## src/rtl/rob_retire.sv

```systemverilog
// rob_retire: in-order retire stage of the reorder buffer.
//
// Reads one ROB row per cycle (synchronous read, 1-cycle latency) at the row
// holding the next head, retires up to COMMIT_WIDTH complete entries in order,
// emits committed-RAT write requests, and turns a retiring mispredicted branch
// into a one-cycle flush with a redirect PC.
//
// Ports:
//   clk, resetn       clock, synchronous active-low reset
//   tail_ptr          allocation pointer from rename (MSB = wrap bit)
//   commit_ready      downstream accepts retirement this cycle
//   rd_addr           ROB row to read (combinational, data returns next cycle)
//   rd_*              per-slot fields of the returned row
//   rat_wreq_*        committed-RAT write requests (registered)
//   retire_cnt        entries retired by the last RUN cycle (registered)
//   head_ptr          oldest unretired entry (MSB = wrap bit)
//   flush             one-cycle pipeline flush pulse
//   redirect_pc       fetch target, valid while flush is high
//
// Optional build macro RETIRE_PERF_EN adds perf_instret / perf_cycle (64-bit).

module rob_retire #(
  parameter int unsigned COMMIT_WIDTH = 2,
  parameter int unsigned ROB_DEPTH    = 64,
  parameter int unsigned CREG_W       = 5,
  parameter int unsigned PREG_W       = 6,
  parameter int unsigned PC_W         = 64
) (
  input  logic                                   clk,
  input  logic                                   resetn,
  input  logic [PREG_W:0]                        tail_ptr,
  input  logic                                   commit_ready,
  output logic [PREG_W-$clog2(COMMIT_WIDTH)-1:0] rd_addr,
  input  logic [COMMIT_WIDTH-1:0]                rd_complete,
  input  logic [COMMIT_WIDTH*CREG_W-1:0]         rd_creg,
  input  logic [COMMIT_WIDTH-1:0]                rd_regwrite,
  input  logic [COMMIT_WIDTH-1:0]                rd_is_branch,
  input  logic [COMMIT_WIDTH-1:0]                rd_pd_fail,
  input  logic [COMMIT_WIDTH*PC_W-1:0]           rd_correct_pc,
  output logic [COMMIT_WIDTH-1:0]                rat_wreq_valid,
  output logic [COMMIT_WIDTH*CREG_W-1:0]         rat_wreq_creg,
  output logic [COMMIT_WIDTH*PREG_W-1:0]         rat_wreq_preg,
  output logic [$clog2(COMMIT_WIDTH):0]          retire_cnt,
  output logic [PREG_W:0]                        head_ptr,
  output logic                                   flush,
  output logic [PC_W-1:0]                        redirect_pc
`ifdef RETIRE_PERF_EN
  ,
  output logic [63:0]                            perf_instret,
  output logic [63:0]                            perf_cycle
`endif
);

  localparam int unsigned OFF_W = $clog2(COMMIT_WIDTH);
  localparam int unsigned CNT_W = OFF_W + 1;
  localparam int unsigned PTR_W = PREG_W + 1;
  localparam int unsigned ROW_W = $clog2(ROB_DEPTH / COMMIT_WIDTH);

  typedef enum logic [1:0] {
    ST_RUN    = 2'd0,
    ST_FLUSH  = 2'd1,
    ST_REFILL = 2'd2
  } state_t;

  state_t state_q, state_d;

  logic [COMMIT_WIDTH-1:0] retire_c;
  logic [CNT_W-1:0]        retire_cnt_c;
  logic                    mispredict_c;
  logic [PC_W-1:0]         mispredict_pc_c;
  logic [PTR_W-1:0]        head_next_c;
  logic [OFF_W-1:0]        off;
  logic [PTR_W-1:0]        occ;

  assign off = head_ptr[OFF_W-1:0];
  // Occupancy via wrap-bit arithmetic: 0 = empty, ROB_DEPTH = full.
  assign occ = tail_ptr - head_ptr;

  // In-order retire selection over the current row.
  always_comb begin : retire_select
    logic             blocked;
    logic [PTR_W-1:0] slot_ptr;
    retire_c        = '0;
    retire_cnt_c    = '0;
    mispredict_c    = 1'b0;
    mispredict_pc_c = '0;
    slot_ptr        = '0;
    blocked         = (state_q != ST_RUN) || !commit_ready;
    for (int i = 0; i < int'(COMMIT_WIDTH); i++) begin
      slot_ptr = {head_ptr[PREG_W:OFF_W], OFF_W'(i)};
      // Slots below the head offset are already retired; slots at/after
      // tail are unallocated. Neither blocks nor retires.
      if ((OFF_W'(i) >= off) && ((slot_ptr - head_ptr) < occ)) begin
        if (!blocked && rd_complete[i]) begin
          retire_c[i]  = 1'b1;
          retire_cnt_c = retire_cnt_c + CNT_W'(1);
          if (rd_is_branch[i] && rd_pd_fail[i]) begin
            // Mispredicted branch retires itself and squashes younger slots.
            mispredict_c    = 1'b1;
            mispredict_pc_c = rd_correct_pc[i*PC_W +: PC_W];
            blocked         = 1'b1;
          end
        end else begin
          blocked = 1'b1;
        end
      end
    end
  end

  assign head_next_c = head_ptr + PTR_W'(retire_cnt_c);
  // Address the row the head will sit in next cycle so its data is ready then.
  assign rd_addr     = ROW_W'(head_next_c[PREG_W-1:OFF_W]);

  // Next-state logic.
  always_comb begin
    state_d = state_q;
    case (state_q)
      ST_RUN:    if (mispredict_c) state_d = ST_FLUSH;
      ST_FLUSH:  state_d = ST_REFILL;
      ST_REFILL: state_d = ST_RUN;
      default:   state_d = ST_REFILL;
    endcase
  end

  // State register; REFILL after reset discards the stale first read.
  always_ff @(posedge clk) begin
    if (!resetn) state_q <= ST_REFILL;
    else         state_q <= state_d;
  end

  // Head pointer, retire outputs and flush/redirect.
  always_ff @(posedge clk) begin
    if (!resetn) begin
      head_ptr       <= '0;
      flush          <= 1'b0;
      redirect_pc    <= '0;
      retire_cnt     <= '0;
      rat_wreq_valid <= '0;
      rat_wreq_creg  <= '0;
      rat_wreq_preg  <= '0;
    end else begin
      head_ptr   <= head_next_c;
      flush      <= mispredict_c;
      retire_cnt <= retire_cnt_c;
      if (mispredict_c) redirect_pc <= mispredict_pc_c;
      for (int i = 0; i < int'(COMMIT_WIDTH); i++) begin
        // creg 0 is hardwired zero and never gets a committed mapping.
        rat_wreq_valid[i] <= retire_c[i] && rd_regwrite[i] &&
                             (rd_creg[i*CREG_W +: CREG_W] != '0);
        rat_wreq_creg[i*CREG_W +: CREG_W] <= rd_creg[i*CREG_W +: CREG_W];
        rat_wreq_preg[i*PREG_W +: PREG_W] <= {head_ptr[PREG_W-1:OFF_W], OFF_W'(i)};
      end
    end
  end

`ifdef RETIRE_PERF_EN
  // Free-running performance counters, wrap modulo 2^64.
  always_ff @(posedge clk) begin
    if (!resetn) begin
      perf_instret <= '0;
      perf_cycle   <= '0;
    end else begin
      perf_instret <= perf_instret + 64'(retire_cnt_c);
      perf_cycle   <= perf_cycle + 64'd1;
    end
  end
`endif

endmodule

```

## config.mk

```make
export PLATFORM = sky130hd
export DESIGN_NAME = rob_retire
export DESIGN_NICKNAME = d
export VERILOG_FILES = /design/src/rtl/rob_retire.sv
export SDC_FILE = /design/constraint.sdc
export NUM_CORES = 1
export LEC_CHECK = 0
export ABC_CLOCK_PERIOD_IN_PS = 17370
export CORE_ASPECT_RATIO = 0.6
export CORE_UTILIZATION = 43
export DETAILED_ROUTE_END_ITERATION = 8
export HOLD_SLACK_MARGIN = 0.06
export PLACE_DENSITY = 0.87
export SYNTH_ARGS = -nofsm -noshare
export SYNTH_HDL_FRONTEND = slang
export SYNTH_SLANG_ARGS = --single-unit
```

## constraint.sdc

```tcl
create_clock -name clk -period 17.37 [get_ports clk]
set_input_delay 3.474 -clock clk [delete_from_list [all_inputs] [get_ports clk]]
set_output_delay 3.474 -clock clk [all_outputs]
set_load 0.03 [all_outputs]
```

==> out/metrics.csv <==
metric;value;unit
post-placement cell area;7390;um2
# IOs;259;
top-area cell type share of the netlist area;0.388;
Max Cap Violations;0;
First DRT Iteration DRCs;157;
CTS tree;yes;
Hold-fix buffers, CTS;0;
vias per cell;5.11;
fin area;7680;um2
Hold Violations, Final;0;
WL/cell;17.3;um
register area share after synthesis;0.388;
Post-CTS Setup Bufs;0;
Setup CP Type;in2out;
RSZ-0062 raised after global routing;false;
final worst path period share;0.708;
GRT Residual Overflow;0;
CTS Buffer Depth;2;
Post-synth top flop;dfxtp_1;
Global Route Usage Sum;0.255;
Pleak;2.86;nW
clock sinks;94;
CP required;13.90;ns
failing checks;design-rule violations;
Reg clk slew, reported paths;0.06;ns
FMAX;81.3;MHz
area leader, netlist;dfxtp_1;
CTS resizes;0;
antenna cells;0;
worst hold path stage count;1;
Clock Skews;0.00827;ns
FF-to-FF setup slack;12.00;ns
post-synthesis cell area;4850;um2
Slew HR;0.280;
reg2reg start;head_ptr[0]$_SDFF_PN0_;
syn nets;677;
Distinct cells, synth;46;
Initial Utilization;0.450;
nets@finish;907;
vias in the first global route;4596;
Port-buffer cells;257;
hold_ws;0.443;ns
async set-or-reset flop fraction in the synthesized netlist;0;
Final TNS setup;0;ns
largest cells by area after synthesis;dfxtp_1 (39%), mux2i_1 (13%), mux2_2 (12%);
Yosys reg bits;94;
Slew Viols, Final;0;
routed via count;4494;
Warnings, synthesis;0;
worst slew pin tran;1.08;ns
Peak supply drop;0.0000507;V
layout cells sized above 1;0.111;
# rows;29;
critical path fanouts, max;4;
initial antenna violation count;0;
final setup violation count;0;
average size of a mapped cell;9.61;um2
routability-driven placement congestion ratio;0.947;
Die Y;84.3;um
final WL;15200;um
first-pass GRT wire length;23500;um
nature of the critical path endpoint;primary output;
Reg-to-Reg End;redirect_pc[39]$_SDFFE_PN0P_;
Final WS setup;5.07;ns
area added between synthesis and finish;58.4;%
Mapped Cells;505;
type of the tightest min-delay check;reg2reg;
Place WS;5.11;ns
largest net degree at the start of global routing;71;
crit path DAT;8.82;ns
DP Cell Count;863;
core footprint;10800;um2
Post-synth EDFFs;0;
Hold Startpoint;state_q[0]$_SDFFE_PN0P_;
Tmin final;12.30;ns
Post-route DRC;15;
Die W;139;um
fin util;0.713;
Inserted Clock Buffers;9;
worst skew pair latency;0.34;ns
pwr dens;68.5;nW/um2
Reg2Reg Depth;13;
die area;11700;um2
CP Launch Type;input pin;
WHS Endpoint;state_q[1]$_SDFFE_PN1P_;
outcome;complete, but fails checks;
FILL cells;763;
clock root cell;clkbuf_16;
fin cells;879;
CTS HTree Levels;3;
total power;0.526;mW
Final ANT Viol Nets;0;
DP HPWL;11500;um
first-pass detailed-route iteration total;9;
[power by group]
| part | total [mW] | switching, mW | internal (mW) |
|---|---|---|---|
| logic | 0.108 | 0.0482 | 0.0596 |
| registers | 0.226 | 0.00410 | 0.222 |
| clock network | 0.193 | 0.0864 | 0.106 |
| total | 0.526 | 0.139 | 0.388 |
[per-layer routing]
metal | global-route usage | up-vias | wire, um
met2 | 0.434 | 164 | 7030
met1 | 0.311 | 2118 | 6750
met5 | 0 | - | 0
met4 | 0.0808 | 0 | 314
met3 | 0.0776 | 24 | 1110
li1 | - | 2188 | -
[cells in the final DEF, fill, tap and decap left out, types with 4 or more instances in the layout]
cell,instances
clkdlybuf4s50_1,256
nand2_1,108
dfxtp_1,94
mux2i_1,64
mux2_2,52
a211oi_1,24
and2_1,20
ha_1,14
nor2_1,10
clkbuf_16,9
inv_1,8
a21oi_1,8
buf_4,6
xor2_1,5
nor3_1,4
xnor2_1,4
[area by class of cell]
cell class	count	area (um2)	share of cell area
clock buffer	11	253	0.0329
clock inverter	5	41.3	0.00537
inverter	9	33.8	0.00440
multi-input combinational	359	2690	0.350
tap	139	174	0.0226
timing repair buffer	262	2610	0.339
sequential	94	1880	0.245
[registers in the layout, indices dropped and copies added, names as in the netlist]
signal / count
flush: 1
retire_cnt: 2
rat_wreq_valid: 2
head_ptr: 7
rat_wreq_preg: 6
rat_wreq_creg: 10
redirect_pc: 64
state_q: 2
[kinds of logic (layout without fill, tap and decap cells)]
logic type      count (synthesis)  after routing  synth area share
simple gates                  168            168             0.162
flops                          94             94             0.388
xor+xnor                        9              9            0.0162
compound gates                 49             49            0.0756
buf+inv                        52            287            0.0598
mux                           116            116             0.253
other cells                     1              1          0.000773
fa+ha+maj                      16             16            0.0444
[how the worst max path moves through the flow]
stage | start | to | slack, ns | cells after the start
4_1_cts | tail_ptr[0] | rd_addr[3] | 5.10 | 20
5_1_grt | tail_ptr[0] | rd_addr[3] | 4.78 | 20
2_1_floorplan | tail_ptr[4] | rd_addr[3] | 6.51 | 17
6_report | tail_ptr[0] | rd_addr[3] | 5.07 | 20
3_3_place_gp | tail_ptr[4] | rd_addr[3] | 5.32 | 18
3_5_place_dp | tail_ptr[0] | rd_addr[3] | 5.11 | 20
[worst max-delay path, stage by stage]
cell	delay, ns
clkdlybuf4s50_1	0.42
nor2b_1	0.27
fa_1	0.26
nand2b_1	0.16
a21oi_1	0.11
nor4_1	0.50
nor3_1	0.13
ha_1	0.32
nand4_1	0.09
a21oi_1	0.07
or4b_2	0.68
and2_1	0.20
ha_1	0.26
a21bo_2	0.20
nand2_1	0.06
ha_1	0.20
fa_1	0.41
nand3_1	0.16
xnor2_1	0.14
clkdlybuf4s50_1	0.70
[cell usage after synthesis (3+ instances only)]
master    number
a211oi_1      24
a21oi_1        8
and2_1        20
buf_2          7
buf_4         11
buf_6          6
clkbuf_1      19
dfxtp_1       94
ha_1          14
inv_1          8
mux2_2        52
mux2i_1       64
nand2_1      108
nand3_1        3
nand4_1        3
nor2_1        10
nor2b_1        3
nor3_1         4
nor3b_1        3
o21a_1         3
xnor2_1        4
xor2_1         5
Power figures use the tool's default switching activity.
